==> src/rtl/fp32_pkg.sv <==
// Shared FP32 constants and accumulator state encoding.
// Zero-or-normal format only, truncation rounding, no NaN.
package fp32_pkg;

  localparam int FP32_BIAS = 127;
  localparam int EXP_MAX   = 255;
  localparam int SIGN_BIT  = 31;
  localparam int EXP_MSB   = 30;
  localparam int EXP_LSB   = 23;
  localparam int FRAC_MSB  = 22;

  typedef enum logic [2:0] {
    IDLE,
    ALIGN,
    ADD,
    NORM,
    DONE
  } acc_state_t;

  // exp==0 operands are flushed to an exact zero mantissa
  function automatic logic [25:0] fp32_mant(
    input logic [31:0] f
  );
    if (f[EXP_MSB:EXP_LSB] == 8'd0)
      return 26'd0;
    return {1'b1, f[FRAC_MSB:0], 2'b00};
  endfunction

endpackage

==> src/rtl/fp32_lzc.sv <==
// 26-bit leading-zero counter; an all-zero input reports 26.
// Purely combinational, used by the accumulator normaliser.
module fp32_lzc (
  input  logic [25:0] i_val,
  output logic [4:0]  o_cnt
);

  always_comb begin
    o_cnt = 5'd26;
    for (int i = 0; i < 26; i++) begin
      if (i_val[i])
        o_cnt = 5'(25 - i);
    end
  end

endmodule

==> src/rtl/fp32_accumulator.sv <==
// Sequential FP32 packet accumulator: align, add, normalise.
// One term per four cycles; result held until consumed.
module fp32_accumulator
  import fp32_pkg::*;
#(
  parameter int CNT_W = 16
) (
  input  logic             clk,
  input  logic             rst_n,
  input  logic             in_valid,
  output logic             in_ready,
  input  logic [31:0]      in_data,
  input  logic             in_last,
  output logic             out_valid,
  input  logic             out_ready,
  output logic [31:0]      out_data,
  output logic [CNT_W-1:0] out_count
);

  acc_state_t       r_state;
  logic [31:0]      r_term;
  logic             r_last;
  logic [31:0]      r_acc;
  logic [CNT_W-1:0] r_count;
  logic [25:0]      r_big_m;
  logic [25:0]      r_sml_m;
  logic [7:0]       r_exp;
  logic             r_sign_b;
  logic             r_sign_s;
  logic [26:0]      r_sum;
  logic             r_sign;

  logic        w_swap;
  logic [31:0] w_big;
  logic [31:0] w_sml;
  logic [7:0]  w_diff;
  logic [4:0]  w_sh;
  logic        w_same;
  logic        w_ge;
  logic [26:0] w_sum;
  logic        w_sign;
  logic [4:0]  w_lz;
  logic [25:0] w_norm_m;
  logic signed [9:0] w_e10;
  logic signed [9:0] w_lz10;
  logic signed [9:0] w_norm_e;
  logic [31:0] w_res;
  logic        w_unused;

  assign in_ready  = rst_n && (r_state == IDLE);
  assign out_valid = (r_state == DONE);
  assign out_data  = r_acc;
  assign out_count = r_count;

  assign w_swap = r_term[EXP_MSB:EXP_LSB] >
                  r_acc[EXP_MSB:EXP_LSB];
  assign w_big  = w_swap ? r_term : r_acc;
  assign w_sml  = w_swap ? r_acc : r_term;
  assign w_diff = w_big[EXP_MSB:EXP_LSB] -
                  w_sml[EXP_MSB:EXP_LSB];
  assign w_sh   = (w_diff > 8'd26) ? 5'd26 : w_diff[4:0];

  assign w_same = (r_sign_b == r_sign_s);
  assign w_ge   = (r_big_m >= r_sml_m);

  always_comb begin
    w_sum  = {1'b0, r_big_m} + {1'b0, r_sml_m};
    w_sign = r_sign_b;
    if (!w_same) begin
      if (w_ge) begin
        w_sum = {1'b0, r_big_m} - {1'b0, r_sml_m};
      end else begin
        w_sum  = {1'b0, r_sml_m} - {1'b0, r_big_m};
        w_sign = r_sign_s;
      end
    end
  end

  fp32_lzc u_lzc (
    .i_val (r_sum[25:0]),
    .o_cnt (w_lz)
  );

  assign w_e10  = $signed({2'b00, r_exp});
  assign w_lz10 = $signed({5'b00000, w_lz});

  assign w_norm_m = r_sum[26] ? r_sum[26:1]
                              : (r_sum[25:0] << w_lz);
  assign w_norm_e = r_sum[26] ? (w_e10 + 10'sd1)
                              : (w_e10 - w_lz10);

  always_comb begin
    w_res = {r_sign, w_norm_e[7:0], w_norm_m[24:2]};
    if (r_sum == 27'd0)
      w_res = 32'h0000_0000;
    else if (w_norm_e <= 10'sd0)
      w_res = 32'h0000_0000;
    else if (w_norm_e >= 10'(EXP_MAX))
      w_res = {r_sign, 8'hFF, 23'h0};
  end

  assign w_unused = &{1'b0, w_norm_m[25], w_norm_m[1:0]};

  always_ff @(posedge clk or negedge rst_n) begin
    if (!rst_n) begin
      r_state  <= IDLE;
      r_term   <= '0;
      r_last   <= 1'b0;
      r_acc    <= '0;
      r_count  <= '0;
      r_big_m  <= '0;
      r_sml_m  <= '0;
      r_exp    <= '0;
      r_sign_b <= 1'b0;
      r_sign_s <= 1'b0;
      r_sum    <= '0;
      r_sign   <= 1'b0;
    end else begin
      case (r_state)
        IDLE: begin
          if (in_valid) begin
            r_term  <= in_data;
            r_last  <= in_last;
            r_count <= r_count + CNT_W'(1);
            r_state <= ALIGN;
          end
        end
        ALIGN: begin
          r_big_m  <= fp32_mant(w_big);
          r_sml_m  <= fp32_mant(w_sml) >> w_sh;
          r_exp    <= w_big[EXP_MSB:EXP_LSB];
          r_sign_b <= w_big[SIGN_BIT];
          r_sign_s <= w_sml[SIGN_BIT];
          r_state  <= ADD;
        end
        ADD: begin
          r_sum   <= w_sum;
          r_sign  <= w_sign;
          r_state <= NORM;
        end
        NORM: begin
          r_acc   <= w_res;
          r_state <= r_last ? DONE : IDLE;
        end
        DONE: begin
          if (out_ready) begin
            r_acc   <= '0;
            r_count <= '0;
            r_state <= IDLE;
          end
        end
        default: r_state <= IDLE;
      endcase
    end
  end

endmodule
==> config.mk <==
export PLATFORM = sky130hd
export DESIGN_NAME = fp32_accumulator
export DESIGN_NICKNAME = d
export VERILOG_FILES = /design/src/rtl/fp32_pkg.sv /design/src/rtl/fp32_lzc.sv /design/src/rtl/fp32_accumulator.sv
export SDC_FILE = /design/constraint.sdc
export NUM_CORES = 1
export LEC_CHECK = 0
export ABC_AREA = 1
export CAP_MARGIN = 20
export CORE_ASPECT_RATIO = 2
export CORE_MARGIN = 2
export CORE_UTILIZATION = 40
export DETAILED_ROUTE_END_ITERATION = 16
export HOLD_SLACK_MARGIN = 0.15
export PLACE_DENSITY = 0.68
export REMOVE_ABC_BUFFERS = 1
export SYNTH_ARGS = -nofsm -noshare
export SYNTH_HDL_FRONTEND = slang
export SYNTH_SLANG_ARGS = --single-unit
export TNS_END_PERCENT = 30
==> constraint.sdc <==
create_clock -name clk -period 8.2 [get_ports clk]
set_clock_uncertainty 0.1 [all_clocks]
set_input_delay 0.82 -clock clk [delete_from_list [all_inputs] [get_ports clk]]
set_output_delay 0.82 -clock clk [all_outputs]
set_load 0.01 [all_outputs]
======== Word-level counts from Yosys, hierarchy flattened ========
Cells that the tools add are included.
storage, ports and cells
  register bits ........................... 174
  bits of input ports ..................... 37
  output and inout bits ................... 50
  logic and storage cells ................. 100
cells by class
  add/subtract/negate cells ............... 7
  $lt $le $gt $ge ......................... 5
  eq/ne operators ......................... 7
  shift-type cells ........................ 2
  multiplexer cells ....................... 56
  reduce and logical (&&, ||, !) cells .... 11
operator list
  operator               number
  $mux 32                5
  $mux 26                5
  $mux 5                 17
  $pmux 32 s2            1
  $mux 27                2
  $sub 26x26->27         2
  $mux 16                2
  $mux 4                 8
  $pmux 16 s2            1
  $mux 31                1
  $add 26x26->27         1
  $logic_not 27->1       1
  $ge 26x26->1           1
  $shl 26x5->25          1
  $shr 26x5->26          1
  $mux 25                1
  $add 16x1->16 const B  1
  $logic_not 8->1        2
  $pmux 3 s5             1
  $ge 10x9->1 const B    1
  $le 10x1->1 const B    1
  $mux 10                1
  $add 8x1->9 const B    1
  $mux 3                 3
  17 further kinds       27

======== Depth between registers and ports, before layout ========
Gate-level depths: netlist of run 1.
  depth after elaboration ................. 33
  gate-level depth with buffers ........... 44
  mapped depth without buffers ............ 42

======== Hierarchy ========
A second synthesis of run 1 with hierarchy kept.
second synthesis, totals
  cell total of the unflattened synthesis .. 2,303
  area, all modules ....................... 15,245.9 um2
modules (own cells, without submodules)
  module            instances  cells each  area each (um2)  sequential area each (um2)
  fp32_accumulator  1          2,225       14,900.5         4,304.1
  fp32_lzc          1          78          345.3            0.0

======== Worst setup path before layout of run 1 ========
OpenSTA, ideal clock, no wires.
  path kind ............................... flip-flop to flip-flop
  start point ............................. register r_sum[0]
  end point ............................... register r_acc[2], in the netlist out_data[2]
  setup time .............................. 0.121 ns
  arrival time ............................ 4.076 ns
  data required time ...................... 7.979 ns
  setup slack ............................. 3.903 ns
  stages on the path, launching flop included .. 33
  buffers on the path ..................... 2
  period minus slack after synthesis ...... 4.297 ns
  cell sequence ........................... dfrtp_1 > nor2_1 > nor3_1 > nor3_1 > o31ai_1 > nand2_1 > nand2_1 > nand2_1 > nand2_1 > nand2_1 > nand2_1 > nand2_1 > nand2_1 > nor2_1 > inv_1 > clkbuf_1 > ha_1 > nand2_1 > nor2_1 > a211oi_1 > nor2_1 > o21ai_0 > nand2_1 > o22ai_1 > xnor2_1 > nor4_1 > nand3_1 > o21ai_0 > nand2_1 > nand2_1 > clkbuf_1 > a21oi_1 > a22o_1
between the ends
  cells in the longest elaborated chain, start to end .. 33
  elaborated cells between the ends (all ways) .. 37
  classes of those cells .................. add/sub (1); order compare (2); shift (1); mux (32); reduce/logical (1)
RTL lines
  element                 line                     text
  from (decl)             fp32_accumulator.sv:30   logic [26:0] r_sum;
  from (signal assigned)  fp32_accumulator.sv:137  r_sum <= w_sum;
  $mux 2 (2 in a row)     fp32_lzc.sv:11           if (i_val[i])
  $mux 4 (8 in a row)     fp32_lzc.sv:11
  $mux 5 (16 in a row)    fp32_lzc.sv:11
  $sub 8x5->9             fp32_accumulator.sv:90   : (w_e10 - w_lz10);
  $mux 10                 fp32_accumulator.sv:89   assign w_norm_e = r_sum[26] ? (w_e10 + 10'sd1)
  $ge 10x9->1             fp32_accumulator.sv:98   else if (w_norm_e >= 10'(EXP_MAX))
  $mux 31                 fp32_accumulator.sv:98
  $mux 32                 fp32_accumulator.sv:96   else if (w_norm_e <= 10'sd0)
  $mux 32 (*)             fp32_accumulator.sv:94   if (r_sum == 27'd0)
  $pmux 32 s2 (*)         fp32_accumulator.sv:119  case (r_state)
  to (signal assigned)    fp32_accumulator.sv:142  r_acc <= w_res;
  to (decl)               fp32_accumulator.sv:23   logic [31:0] r_acc;
Mark *: on every way between the ends. The rest lies on a longest branch, timed or not.
A chain may end at the register's enable or synchronous reset.

======== Final worst setup path of run 1 ========
  start point ............................. register r_acc[28], in the netlist out_data[28]
  end point ............................... register r_sml_m[18]
between the ends
  cells in the longest elaborated chain, start to end .. 8
  elaborated cells between the ends (all ways) .. 12
  classes of those cells .................. add/sub (1); order compare (2); shift (1); mux (7); reduce/logical (1)
RTL lines
  element                                                             line                     text
  parallel branches: the longest is 7 deep, another holds $gt 8x8->1  -
  $shr 26x5->26 (*)                                                   fp32_accumulator.sv:130  r_sml_m <= fp32_mant(w_sml) >> w_sh;
  to (signal assigned)                                                fp32_accumulator.sv:130
  to (decl)                                                           fp32_accumulator.sv:26   logic [25:0] r_sml_m;
Every way passes the cells marked *. The select of a mux whose other input is x is not followed.

==> impl_metrics.tcl, run 1 <==
set metrics [dict create \
    detail-route-antenna-nets 0 \
    ys_ff_latch 172 \
    synth-seq-area-share_pct 28.07 \
    antenna_found_initial 0 \
    post-dp-hpwl_um 49670 \
    first_pass_iters 6 \
    path_clk_slew_ns 0.08 \
    diodes 0 \
    area_growth_pct 11.43 \
    cts_tree "done" \
    setup_viol 0 \
    hold_viol_final 0 \
    viasPerCell 5.682 \
    status "complete, no violations" \
    gp_congestion 1.053 \
    fmax_ghz 0.1714 \
    rsz0062_at_grt "false" \
    min_path_type "input port to async pin" \
    cts-htree-levels 4 \
    totalWireLength_um 62520 \
    crit_fanout 51 \
    cp-end-kind "flip-flop" \
    initial_core_util_pct 40.44 \
    fin_crit_ns 5.834 \
    pin_count 87 \
    ys_warn_count 0 \
    critical_path_arrival_ns 6.05 \
    cts_setup_buffers 0 \
    crit_path_max_incr_delay_ns 0.65 \
    post_route_cells_drive_above_1_share_pct 3.551 \
    numPortBuffers 86 \
    clk_latency_ns 0.47 \
    grt_use_total_pct 31.68 \
    cts_buffers 17 \
    drc_errors 0 \
    syn_inst 2366 \
    drt-initial-drc-count 1155 \
    yosys-top-cells-count "685 x nand2_1, 265 x inv_1, 215 x nand3_1, 195 x nor2_1, 172 x dfrtp_1" \
    clockBufferDepth 2 \
    cts_hold_buf 0 \
    die_area_um2 40000 \
    async_reset_ff_share_pct 100.0 \
    critPathSlowestCell "a21oi_4" \
    final_nets 2511 \
    rows 101 \
    wl_per_cell_um 21.88 \
    crit_type "flip-flop to flip-flop" \
    ys_types 56 \
    synth_ff_type "dfrtp_1" \
    grt_pass1_vias 16390 \
    cts-resized-gates 0 \
    cts_root_buf "clkbuf_16" \
    num_vias 16230 \
    tns_ns 0 \
    synth_top_cell_by_area "dfrtp_1" \
    coreArea_um2 37910 \
    required_ns 8.41 \
    fin_crit_sh_pct 71.15 \
    path_common_cell "nand3_1" \
    synth_top_area_share_pct 28.07 \
    syn_area_um2 15330 \
    dieHeight_um 280.9 \
    worst_pin_slew_ns 1.144 \
    synth_edf_count 0 \
    grt_max_degree 62 \
    fill_cells 4051 \
    multi_input_area_um2 9504 \
    maxCapViolations 0 \
    seqCellArea_um2 4304 \
    clock_sinks 172 \
    maxSlewViolCount 0 \
    synthMostInstantiatedCell "nand2_1" \
    synth_area_leaders "dfrtp_1 28%, nand2_1 17%, ha_1 7.3%" \
    cp-start-kind "flip-flop" \
    grt_pass1_wl_um 95470 \
    syn_area_per_cell_um2 6.480 \
    path_cells "inv_1 -> ha_1 -> a21oi_1 -> o21ai_0 -> a21o_1 -> nand2_4 -> buf_4 -> nand2_1 -> o21ai_2 -> nand2_1 -> ha_1 -> inv_1 -> nand2_1 -> nand3_1 -> nand3_1 -> xor2_1 -> a21oi_4 -> nand3_4 -> clkinv_2 -> nand3_1 -> nand3_1 -> nand2_1 -> nand3_1 -> o21ai_0" \
    overflow 0 \
    die_w_um 142.4 \
    max_slew_margin_pct 23.01 \
]
==> metal layers <==
metal / GRT usage, % / wire [um]
met5: 0 / 0
met3: 3.544 / 2078
met2: 58.49 / 32410
met1: 30.47 / 21410
met4: 27.80 / 6623
==> worst max-delay path: cells and delay by family, from the launching register on <==
family	cells	cell delay (ns)
adder cells (fa/ha/maj)	2	0.55
flip-flops	1	0.40
AO/OA/AOI/OAI	6	1.32
AND/OR/NAND/NOR	11	2.03
buffers and inverters	4	1.03
XOR/XNOR	1	0.17
==> layout make-up <==
cell class / count / share of cell area, %
Timing Repair Buffer: 109 / 6.174
Tap cell: 463 / 3.391
Sequential cell: 172 / 25.20
Clock inverter: 11 / 0.7691
Multi-Input combinational cell: 1803 / 55.64
Inverter: 278 / 6.138
Clock buffer: 21 / 2.695
==> cells in the final DEF (no fill, tap or decap), drive strengths merged, types with 3 or more instances in the layout <==
cell           instances
a211oi                 5
a21boi                 3
a21o                   4
a21oi                168
a31oi                 23
buf                   24
clkbuf                21
clkdlybuf4s50         85
clkinv                10
dfrtp                172
fa                     3
ha                    90
inv                  275
mux2i                 13
nand2                691
nand3                218
nand4                 32
nor2                 197
nor3                  21
nor3b                  3
nor4                  11
o2111ai                5
o211ai                18
o21a                   5
o21ai                154
o21bai                 5
o221ai                 5
o22ai                 18
o31ai                  6
o32ai                 21
xnor2                  5
xor2                  71
==> through the flow <==
stage	utilization (%)	worst slack (ns)	area (um2)	instances	hold slack [ns]
2_1_floorplan	-	2.208	14830	2253	0.3488
3_3_place_gp	43.41	2.047	16460	2823	0.3700
3_5_place_dp	43.41	2.052	16460	2823	0.3841
4_1_cts	44.97	2.047	17050	2855	0.2643
5_1_grt	45.06	1.890	17080	2857	0.2870
6_report	45.06	2.366	17080	2857	0.2427
==> cells by family (layout without fill, tap and decap cells) <==
| kind of cell | after synthesis | in the layout | synth area share (%) |
|---|---|---|---|
| AOI/OAI and AO/OA | 447 | 447 | 16.90 |
| xor gates and xnor gates | 76 | 76 | 4.342 |
| adders and majority gates | 93 | 93 | 7.737 |
| buffers and inverters | 391 | 419 | 10.10 |
| DFF | 172 | 172 | 28.07 |
| muxes | 13 | 13 | 0.8487 |
| and+or+nand+nor | 1174 | 1174 | 32.00 |
==> path summary, 6_finish.rpt <==
kind / from / endpoint / slack (ns) / cells after the start
worst max-delay path: out_data[28]$_DFFE_PN0P_ / r_sml_m[18]$_DFFE_PN0P_ / 2.37 / 24
worst min-delay path: rst_n / out_data[29]$_DFFE_PN0P_ / 0.24 / 1
worst max register to register: out_data[28]$_DFFE_PN0P_ / r_sml_m[18]$_DFFE_PN0P_ / 2.37 / 24
worst min register to register: r_last$_DFFE_PN0P_ / r_last$_DFFE_PN0P_ / 0.40 / 2
max in group asynchronous: rst_n / r_term[20]$_DFFE_PN0P_ / 5.74 / 3
min in group clk: r_last$_DFFE_PN0P_ / r_last$_DFFE_PN0P_ / 0.40 / 2
==> state kept, by name, indices dropped and copies added, names as in the netlist <==
name and flops:
r_state 3, r_sum 27, r_sign_b 1, r_big_m 24, r_exp 8, r_term 32
r_sml_m 26, r_sign_s 1, out_count 16, out_data 32, r_last 1, r_sign 1
Power of run 1 is not shown: default switching activity piles up to over one toggle a cycle in this logic, so the estimate is an artifact.
==> run 2, diff against run 1 <==
==> constraint.sdc (replaced) <==
create_clock -name clk -period 5.7 [get_ports clk]
set_clock_uncertainty 0.1 [all_clocks]
set_input_delay 0.57 -clock clk [delete_from_list [all_inputs] [get_ports clk]]
set_output_delay 0.57 -clock clk [all_outputs]
set_load 0.01 [all_outputs]
==> impl_metrics.tcl, run 2 (synthesized netlist as in run 1, its figures left out) <==
set metrics [dict create \
    status "complete, no violations" \
    cts_setup_buffers 0 \
    final_nets 2521 \
    path_clk_slew_ns 0.09 \
    initial_core_util_pct 40.44 \
    die_w_um 142.4 \
    grt_pass1_wl_um 98180 \
    max_slew_margin_pct 21.26 \
    post_route_cells_drive_above_1_share_pct 3.993 \
    crit_type "flip-flop to flip-flop" \
    critical_path_arrival_ns 5.40 \
    fin_crit_ns 5.116 \
    grt_max_degree 66 \
    dieHeight_um 280.9 \
    post-dp-hpwl_um 51380 \
    maxCapViolations 0 \
    path_cells "inv_1 -> ha_1 -> a21oi_1 -> o21ai_0 -> a21o_1 -> nand2_4 -> nand2_1 -> o21ai_2 -> nand2_1 -> ha_1 -> inv_1 -> nand2_1 -> nand2_1 -> nand2_2 -> o211ai_1 -> nor2_2 -> nor2_8 -> nand2_4 -> inv_4 -> nand2_1 -> nor2_1 -> inv_1 -> o22ai_1" \
    path_common_cell "nand2_1" \
    cp-start-kind "flip-flop" \
    cts_tree "done" \
    detail-route-antenna-nets 0 \
    grt_pass1_vias 16650 \
    cts-resized-gates 0 \
    overflow 0 \
    mostFrequentLayoutCells "685 x nand2_1, 265 x inv_1, 215 x nand3_1, 194 x nor2_1, 172 x dfrtp_1" \
    area_growth_pct 12.01 \
    pin_count 87 \
    crit_family "simple AND/OR/NAND/NOR gates" \
    wl_per_cell_um 22.63 \
    hold_viol_final 0 \
    rows 101 \
    crit_fanout 57 \
    fmax_ghz 0.1955 \
    numPortBuffers 86 \
    grt_use_total_pct 33.03 \
    fin_crit_sh_pct 89.75 \
    clock_sinks 172 \
    crit_path_max_incr_delay_ns 0.62 \
    cp-end-kind "flip-flop" \
    drt-initial-drc-count 1375 \
    viasPerCell 5.791 \
    cts_buffers 17 \
    cts_hold_buf 1 \
    first_pass_iters 6 \
    num_vias 16610 \
    stdcell_count 2868 \
    layout_commonest_cell "nand2_1" \
    cts_root_buf "clkbuf_16" \
    cts-htree-levels 4 \
    required_ns 5.98 \
    totalWireLength_um 64900 \
    drc_errors 0 \
    maxSlewViolCount 0 \
    gp_congestion 1.034 \
    clockBufferDepth 2 \
    antenna_found_initial 1 \
    worst_pin_slew_ns 1.170 \
    rsz0062_at_grt "false" \
    coreArea_um2 37910 \
    critPathSlowestCell "nor2_1" \
    dp.cells 2833 \
    clk_latency_ns 0.47 \
    setup_viol 0 \
    worst-path-buf-inv 4 \
    die_area_um2 40000 \
    min_path_type "flip-flop to flip-flop" \
]
## run 2: cell types whose count changed in the layout (fill, tap and decap cells not counted), sizes merged, moves of 2 or more
| cell | previous run | this run |
|---|---|---|
| clkinvlp | 2 | 0 |
| bufinv | 2 | 0 |
| clkinv | 10 | 17 |
| buf | 24 | 33 |
| clkbuf | 21 | 17 |
## run 2: layout make-up
type / instances / area, um2
Fill cell: 3982 / 20740
Multi-Input combinational cell: 1803 / 9504
Sequential cell: 172 / 4304
Timing Repair Buffer: 119 / 1132
Inverter: 278 / 1049
Tap cell: 463 / 579.3
Clock buffer: 17 / 425.4
Clock inverter: 15 / 175.2
Antenna cell: 1 / 2.502
## run 2: final timing paths
kind,slack (ns),end,depth (start not counted),start
worst max-delay path,0.58,r_sml_m[22]$_DFFE_PN0P_,23,out_data[28]$_DFFE_PN0P_
worst min-delay path,0.40,r_sml_m[1]$_DFFE_PN0P_,2,r_sml_m[1]$_DFFE_PN0P_
worst max register to register,0.58,r_sml_m[22]$_DFFE_PN0P_,23,out_data[28]$_DFFE_PN0P_
worst min register to register,0.40,r_sml_m[1]$_DFFE_PN0P_,2,r_sml_m[1]$_DFFE_PN0P_
max in group asynchronous,2.97,r_term[5]$_DFFE_PN0P_,4,rst_n
min in group asynchronous,0.58,r_term[29]$_DFFE_PN0P_,2,rst_n
## run 2: routing by layer
layer	GRT usage [%]	up-vias	wire length [um]
li1	-	7824	-
met1	30.83	7836	21010
met4	30.97	0	7234
met3	4.549	270	2833
met5	0	-	0
met2	60.50	679	33820
## run 2: stage by stage
stage	util, %	hold WS (ns)	TNS [ns]	worst slack [ns]	instance area [um2]
after global routing	45.29	0.4384	0	0.007411	17170
after floorplan	-	0.1744	-8.531	-0.2922	14830
after global placement	43.60	0.3703	0	0.8850	16530
after detailed placement	43.60	0.3740	0	0.7195	16530
final	45.29	0.4037	0	0.5840	17170
after CTS	45.21	0.3938	0	0.6760	17140
## run 2: worst min-delay path: cells and delay by family, from the launching register on
kind / cells / cell delay (ns)
flops: 1 / 0.36
simple gates: 2 / 0.11
Power of run 2 is left out for the same reason.
